===== src/rtl/hci_core_mem_rsp_buffer.sv =====
// rtl/hci_core_mem_rsp_buffer.sv - core/mem HCI bridge with credit-gated issue and response FIFO
// Optional build macro: HCI_RSP_ID_CHECK_EN (compare returned r_id against the issued tag)
// Ports:
//   clk_i, rst_ni                       clock, synchronous active-low reset
//   core_req_i/core_gnt_o               core request handshake
//   core_add_i/wen_i/data_i/be_i        core request payload (passed to mem side)
//   core_lrdy_i                         core accepts the shown response
//   core_r_data_o/r_valid_o/r_opc_o     core response (opc = tag-mismatch flag)
//   mem_req_o/mem_gnt_i                 mem request handshake
//   mem_add_o/wen_o/data_o/be_o/id_o    mem request payload and tag
//   mem_r_data_i/mem_r_id_i             fixed-latency mem response
//   err_o                               sticky tag-mismatch flag
module hci_core_mem_rsp_buffer #(
   parameter int AW      = 32,
   parameter int DW      = 32,
   parameter int BW      = 8,
   parameter int IW      = 8,
   parameter int DEPTH   = 4,
   parameter int MEM_LAT = 1
) (
   input  logic               clk_i,
   input  logic               rst_ni,
   input  logic               core_req_i,
   output logic               core_gnt_o,
   input  logic [AW-1:0]      core_add_i,
   input  logic               core_wen_i,
   input  logic [DW-1:0]      core_data_i,
   input  logic [DW/BW-1:0]   core_be_i,
   input  logic               core_lrdy_i,
   output logic [DW-1:0]      core_r_data_o,
   output logic               core_r_valid_o,
   output logic               core_r_opc_o,
   output logic               mem_req_o,
   input  logic               mem_gnt_i,
   output logic [AW-1:0]      mem_add_o,
   output logic               mem_wen_o,
   output logic [DW-1:0]      mem_data_o,
   output logic [DW/BW-1:0]   mem_be_o,
   output logic [IW-1:0]      mem_id_o,
   input  logic [DW-1:0]      mem_r_data_i,
   input  logic [IW-1:0]      mem_r_id_i,
   output logic               err_o
);

   localparam int PW = (DEPTH > 1) ? $clog2(DEPTH) : 1;
   localparam int CW = $clog2(DEPTH + 1) + 1;

   logic [CW-1:0]      inflight_q;
   logic [CW-1:0]      fifo_cnt_q;
   logic [PW-1:0]      wr_ptr_q;
   logic [PW-1:0]      rd_ptr_q;
   logic [IW-1:0]      tag_q;
   logic [MEM_LAT-1:0] pipe_vld_q;
   logic [DW-1:0]      fifo_data_q [DEPTH];
   logic               fifo_opc_q  [DEPTH];

   logic credit_ok;
   logic handshake;
   logic arrival;
   logic arr_opc;
   logic fifo_empty;
   logic fifo_full;
   logic push;
   logic pop;

   // Everything issued but not yet consumed by the core holds a credit, so an
   // arrival always finds a free FIFO slot even under a long lrdy stall.
   assign credit_ok  = (inflight_q + fifo_cnt_q) < CW'(DEPTH);
   assign mem_req_o  = core_req_i & credit_ok;
   assign core_gnt_o = mem_gnt_i & credit_ok;
   assign handshake  = mem_req_o & mem_gnt_i;

   assign mem_add_o  = core_add_i;
   assign mem_wen_o  = core_wen_i;
   assign mem_data_o = core_data_i;
   assign mem_be_o   = core_be_i;
   assign mem_id_o   = tag_q;

   assign arrival    = pipe_vld_q[MEM_LAT-1];
   assign fifo_empty = (fifo_cnt_q == '0);
   assign fifo_full  = (fifo_cnt_q == CW'(DEPTH));

   // Fall-through: an arrival into an empty FIFO bypasses storage when the
   // core is ready; otherwise it queues behind whatever is already held.
   assign push = arrival & ~(fifo_empty & core_lrdy_i);
   assign pop  = ~fifo_empty & core_lrdy_i;

   always_comb begin
      core_r_valid_o = ~fifo_empty | arrival;
      core_r_data_o  = '0;
      core_r_opc_o   = 1'b0;
      if (!fifo_empty) begin
         core_r_data_o = fifo_data_q[rd_ptr_q];
         core_r_opc_o  = fifo_opc_q[rd_ptr_q];
      end else if (arrival) begin
         core_r_data_o = mem_r_data_i;
         core_r_opc_o  = arr_opc;
      end
   end

`ifdef HCI_RSP_ID_CHECK_EN
   logic [IW-1:0] pipe_tag_q [MEM_LAT];
   logic          err_q;

   assign arr_opc = arrival & (mem_r_id_i != pipe_tag_q[MEM_LAT-1]);
   assign err_o   = err_q;

   always_ff @(posedge clk_i) begin
      if (!rst_ni) begin
         err_q <= 1'b0;
         for (int i = 0; i < MEM_LAT; i++) pipe_tag_q[i] <= '0;
      end else begin
         err_q         <= err_q | arr_opc;
         pipe_tag_q[0] <= tag_q;
         for (int i = 1; i < MEM_LAT; i++) pipe_tag_q[i] <= pipe_tag_q[i-1];
      end
   end
`else
   logic unused_r_id;

   assign arr_opc     = 1'b0;
   assign err_o       = 1'b0;
   assign unused_r_id = ^mem_r_id_i;
`endif

   always_ff @(posedge clk_i) begin
      if (!rst_ni) begin
         inflight_q <= '0;
         fifo_cnt_q <= '0;
         wr_ptr_q   <= '0;
         rd_ptr_q   <= '0;
         tag_q      <= '0;
         pipe_vld_q <= '0;
      end else begin
         pipe_vld_q[0] <= handshake;
         for (int i = 1; i < MEM_LAT; i++) pipe_vld_q[i] <= pipe_vld_q[i-1];

         if (handshake) tag_q <= tag_q + IW'(1);

         if (handshake && !arrival)      inflight_q <= inflight_q + CW'(1);
         else if (!handshake && arrival) inflight_q <= inflight_q - CW'(1);

         if (push && !pop)      fifo_cnt_q <= fifo_cnt_q + CW'(1);
         else if (pop && !push) fifo_cnt_q <= fifo_cnt_q - CW'(1);

         if (push) begin
            fifo_data_q[wr_ptr_q] <= mem_r_data_i;
            fifo_opc_q[wr_ptr_q]  <= arr_opc;
            wr_ptr_q <= (wr_ptr_q == PW'(DEPTH - 1)) ? '0 : wr_ptr_q + PW'(1);
         end
         if (pop) begin
            rd_ptr_q <= (rd_ptr_q == PW'(DEPTH - 1)) ? '0 : rd_ptr_q + PW'(1);
         end
      end
   end

   a_no_push_full: assert property (@(posedge clk_i) disable iff (!rst_ni) !(push && fifo_full));

endmodule


===== config.mk =====
export PLATFORM = sky130hd
export DESIGN_NAME = hci_core_mem_rsp_buffer
export DESIGN_NICKNAME = d
export VERILOG_FILES = /design/src/rtl/hci_core_mem_rsp_buffer.sv
export SDC_FILE = /design/constraint.sdc
export NUM_CORES = 1
export LEC_CHECK = 0
export CORE_ASPECT_RATIO = 1.5
export CORE_MARGIN = 10
export CORE_UTILIZATION = 30
export DETAILED_ROUTE_END_ITERATION = 8
export GPL_TIMING_DRIVEN = 0
export PLACE_DENSITY = 0.66
export RECOVER_POWER = 100
export SYNTH_ARGS = -nofsm -noshare
export SYNTH_HDL_FRONTEND = slang
export SYNTH_SLANG_ARGS = --single-unit

===== constraint.sdc =====
create_clock -name clk_i -period 3.25 [get_ports clk_i]
set_input_delay 0.8125 -clock clk_i [delete_from_list [all_inputs] [get_ports clk_i]]
set_output_delay 0.8125 -clock clk_i [all_outputs]
set_load 0.02 [all_outputs]

==> impl_metrics.py <==
metrics = {
    "status": {
        "status": "completed",
    },
    "final_layout": {
        "nets": 783,
        "drive_gt1_share_pct": 23.7,
        "area_growth_pct": 35.9,
    },
    "critical_path": {
        "r2r_setup_slack_ns": 0.27,
        "cpMostUsedCell": "clkbuf_4",
        "path_cells": "or4_4, clkbuf_4, clkbuf_4, nand2_1, o21ai_0, dlygate4sd2_1",
        "crit_path_start_kind": "register",
        "reg2regPathDepth": 12,
        "crit_path_top_delay_cell": "or4_4",
        "worstPathRequired_ns": 2.44,
        "path_depth": 6,
        "path_max_fanout": 10,
        "startpoint": "fifo_cnt_q[0]",
        "critPathKind": "register to output pin",
        "reg2reg_from": "inflight_q[1]",
        "cp.arrival_ns": 2.34,
        "crit_buf_inv": 3,
        "path_delay_family": "buffers and inverters",
        "worstSetupEndpoint": "core_r_data_o[13]",
        "slowest_delay_ns": 0.58,
        "cp-end-kind": "output pin",
        "worstReg2RegEnd": "inflight_q[3]",
    },
    "logic_synthesis": {
        "ys_ff_latch": 151,
        "netlist_instances": 484,
        "synth-edff-count": 128,
        "yosys_most_used_dff": "edfxtp_1",
        "yosysWarningCount": 0,
        "syn_area_sq_um": 6910,
        "synth.avg_cell_area_sq_um": 14.3,
        "synth_top_area_share_pct": 55.6,
        "synth_cell_types": 39,
        "synth_top_area_cell": "edfxtp_1",
        "async_flop_share_pct": 0,
        "ys_top_cells_by_count": "edfxtp_1 (128), nand2_1 (81), buf_4 (71)",
        "synth_area_leaders": "edfxtp_1 (56%), mux4_2 (10%), buf_4 (7.7%)",
        "ys_seq_area_share_pct": 62.3,
        "yosysMostFrequentCell": "edfxtp_1",
    },
    "die": {
        "initial_utilization_pct": 30.2,
        "num_io_pins": 228,
        "rows": 68,
        "core_area_sq_um": 22900,
        "die_area_sq_um": 29600,
        "die_x_um": 144,
        "fp.dieH_um": 206,
    },
    "worst_hold_path": {
        "hp-class": "register to register",
    },
    "grt": {
        "grt_pass1_wl_um": 25200,
        "grt_pass1_vias": 4374,
        "grt_max_degree": 20,
        "grtUsageTotal_pct": 11.4,
        "antenna_found_initial": 2,
        "grt_overflow_total": 0,
    },
    "drt": {
        "drtPass1Iterations": 4,
        "antenna_left": 0,
        "wirelength_um": 17600,
        "wl_per_cell_um": 18.6,
        "drt_iter0_drc": 210,
        "drc": 0,
        "viasPerCell": 4.58,
        "vias": 4343,
    },
    "timing": {
        "slew_viol_final": 0,
        "setup_tns_ns": 0,
        "tightest_slew_ns": 0.990,
        "maxSlewHeadroom_pct": 34.0,
        "final.period_utilization_pct": 97.1,
        "final_hold_viol_count": 0,
        "fin_crit_ns": 3.16,
        "rsz0062_at_grt": "yes",
        "finClkSkew_ns": 0.00464,
        "fmax_mhz": 317,
        "setup_viol_count_final": 0,
    },
    "clock_network": {
        "postCtsHoldBufs": 0,
        "cts_buffer_depth": 2,
        "htreeDepth": 4,
        "insertion_delay_ns": 0.42,
        "clock-sinks": 151,
        "clkTransAtPathRegs_ns": 0.06,
        "cts_tree": "yes",
        "cts_inserted_buffers": 17,
        "clockRootBuffer": "clkbuf_16",
    },
    "place": {
        "io_buffers": 147,
        "gp_congestion": 0.701,
        "hpwl_um": 13200,
    },
    "power": {
        "p_total_w": 0.00733,
        "irDropWorstVdd_v": 0.000414,
        "p_per_area_nw_per_um2": 781,
        "power.leakage_nw": 3.45,
    },
    "flow_run": {
        "cap_violations": 0,
    },
}
[worst reg2reg max path, cell delays in order, from the launching register on]
cell and delay [ns]:
dfxtp_2 0.34, ha_1 0.29, a31o_2 0.27, or3_4 0.39, a21oi_4 0.15, ha_1 0.20
inv_1 0.09, ha_1 0.28, a21o_1 0.18, a21oi_1 0.17, xnor2_1 0.09, or3_1 0.30
a21boi_0 0.16
[registers in the layout, indices dropped and copies added, names as in the netlist, named ones only]
signal       count
mem_id_o         8
arrival          1
rd_ptr_q         2
wr_ptr_q         2
inflight_q       4
fifo_cnt_q       4
fifo_data_q    128
[power breakdown]
part           leakage (nW)  internal (W)  switching (W)
Sequential             1.34       0.00221       0.000102
Combinational          1.84       0.00129        0.00179
Clock                 0.269       0.00120       0.000742
[how the worst min path moves through the flow]
stage / startpoint / to / cells past startpoint / slack, ns
floorplan: rd_ptr_q[1] / register / 2 / 0.47
global placement: mem_id_o[6] / mem_id_o[6] / 2 / 0.49
detailed placement: mem_id_o[6] / mem_id_o[6] / 2 / 0.49
CTS: mem_id_o[3] / mem_id_o[3] / 2 / 0.50
global route: mem_id_o[6] / mem_id_o[6] / 2 / 0.51
finish: mem_id_o[3] / mem_id_o[3] / 2 / 0.49
[metrics by stage]
stage | area, sq um | worst slack [ns] | util, % | cells | hold WS, ns
2_1_floorplan | 6910 | 0.249 | - | 485 | 0.467
3_3_place_gp | 8730 | -0.546 | 38.2 | 912 | 0.488
3_5_place_dp | 8830 | -0.485 | 38.6 | 916 | 0.491
4_1_cts | 9440 | -0.0138 | 41.2 | 947 | 0.502
5_1_grt | 9380 | -0.0135 | 41.0 | 946 | 0.510
6_report | 9390 | 0.0949 | 41.0 | 948 | 0.494
[placed cells by master, fill, tap and decap left out, drive strengths merged, types with 2 or more instances in the layout]
| cell type | netlist | layout |
|---|---|---|
| a21boi | 2 | 2 |
| nor2 | 2 | 2 |
| xnor2 | 4 | 4 |
| conb | 1 | 2 |
| clkinvlp | 0 | 5 |
| xor2 | 4 | 4 |
| clkdlybuf4s15 | 0 | 17 |
| dlygate4sd3 | 0 | 111 |
| nor2b | 6 | 6 |
| nand4 | 2 | 2 |
| bufinv | 0 | 3 |
| inv | 5 | 5 |
| or3 | 2 | 2 |
| clkbuf | 18 | 41 |
| nand2 | 81 | 81 |
| a21oi | 6 | 6 |
| mux4 | 32 | 32 |
| and3 | 5 | 5 |
| clkinv | 0 | 5 |
| a21o | 2 | 2 |
| dlygate4sd1 | 0 | 2 |
| buf | 75 | 76 |
| clkdlybuf4s50 | 0 | 2 |
| edfxtp | 128 | 128 |
| ha | 13 | 13 |
| fa | 2 | 2 |
| nand3 | 4 | 4 |
| o21ai | 34 | 34 |
| nand2b | 6 | 6 |
| diode | 0 | 2 |
| dfxtp | 23 | 23 |
| mux2i | 10 | 10 |
| dlygate4sd2 | 0 | 12 |
| and2 | 8 | 8 |
[cell type report]
type,instances,area (sq um)
clock buffers,18,429
fillers,2094,13500
multi-input cells,236,1960
inverters,5,18.8
flip-flops and latches,151,4310
clock inverters,13,158
well taps,280,350
diodes,2,5.00
plain buffers,91,644
repair buffers,152,1520
[per-layer routing]
layer | global-route usage (%) | wire [um] | up-vias
li1 | - | - | 2032
met1 | 11.3 | 6340 | 2097
met2 | 20.7 | 9140 | 189
met3 | 4.12 | 1810 | 25
met4 | 4.97 | 312 | 0
met5 | 0 | 0 | -
[cell families (layout without fill, tap and decap cells)]
logic type	count (synthesis)	in the layout	share of synthesized area, %
multiplexers	42	42	11.9
AND/OR/NAND/NOR	121	121	8.08
AO/OA/AOI/OAI	47	47	4.17
flip-flops	151	151	62.3
buffers and inverters	98	279	9.24
other	1	4	0.0543
adder cells (fa/ha/maj)	15	15	2.93
XOR/XNOR	9	9	1.36
[timing repair]
item,CTS,global route
pin swaps,1,0
cloned,0,0
setup endpoints to repair,35,26
buffers inserted,1,0
gates resized for setup,78,26
(Power assumes the default switching activity.)
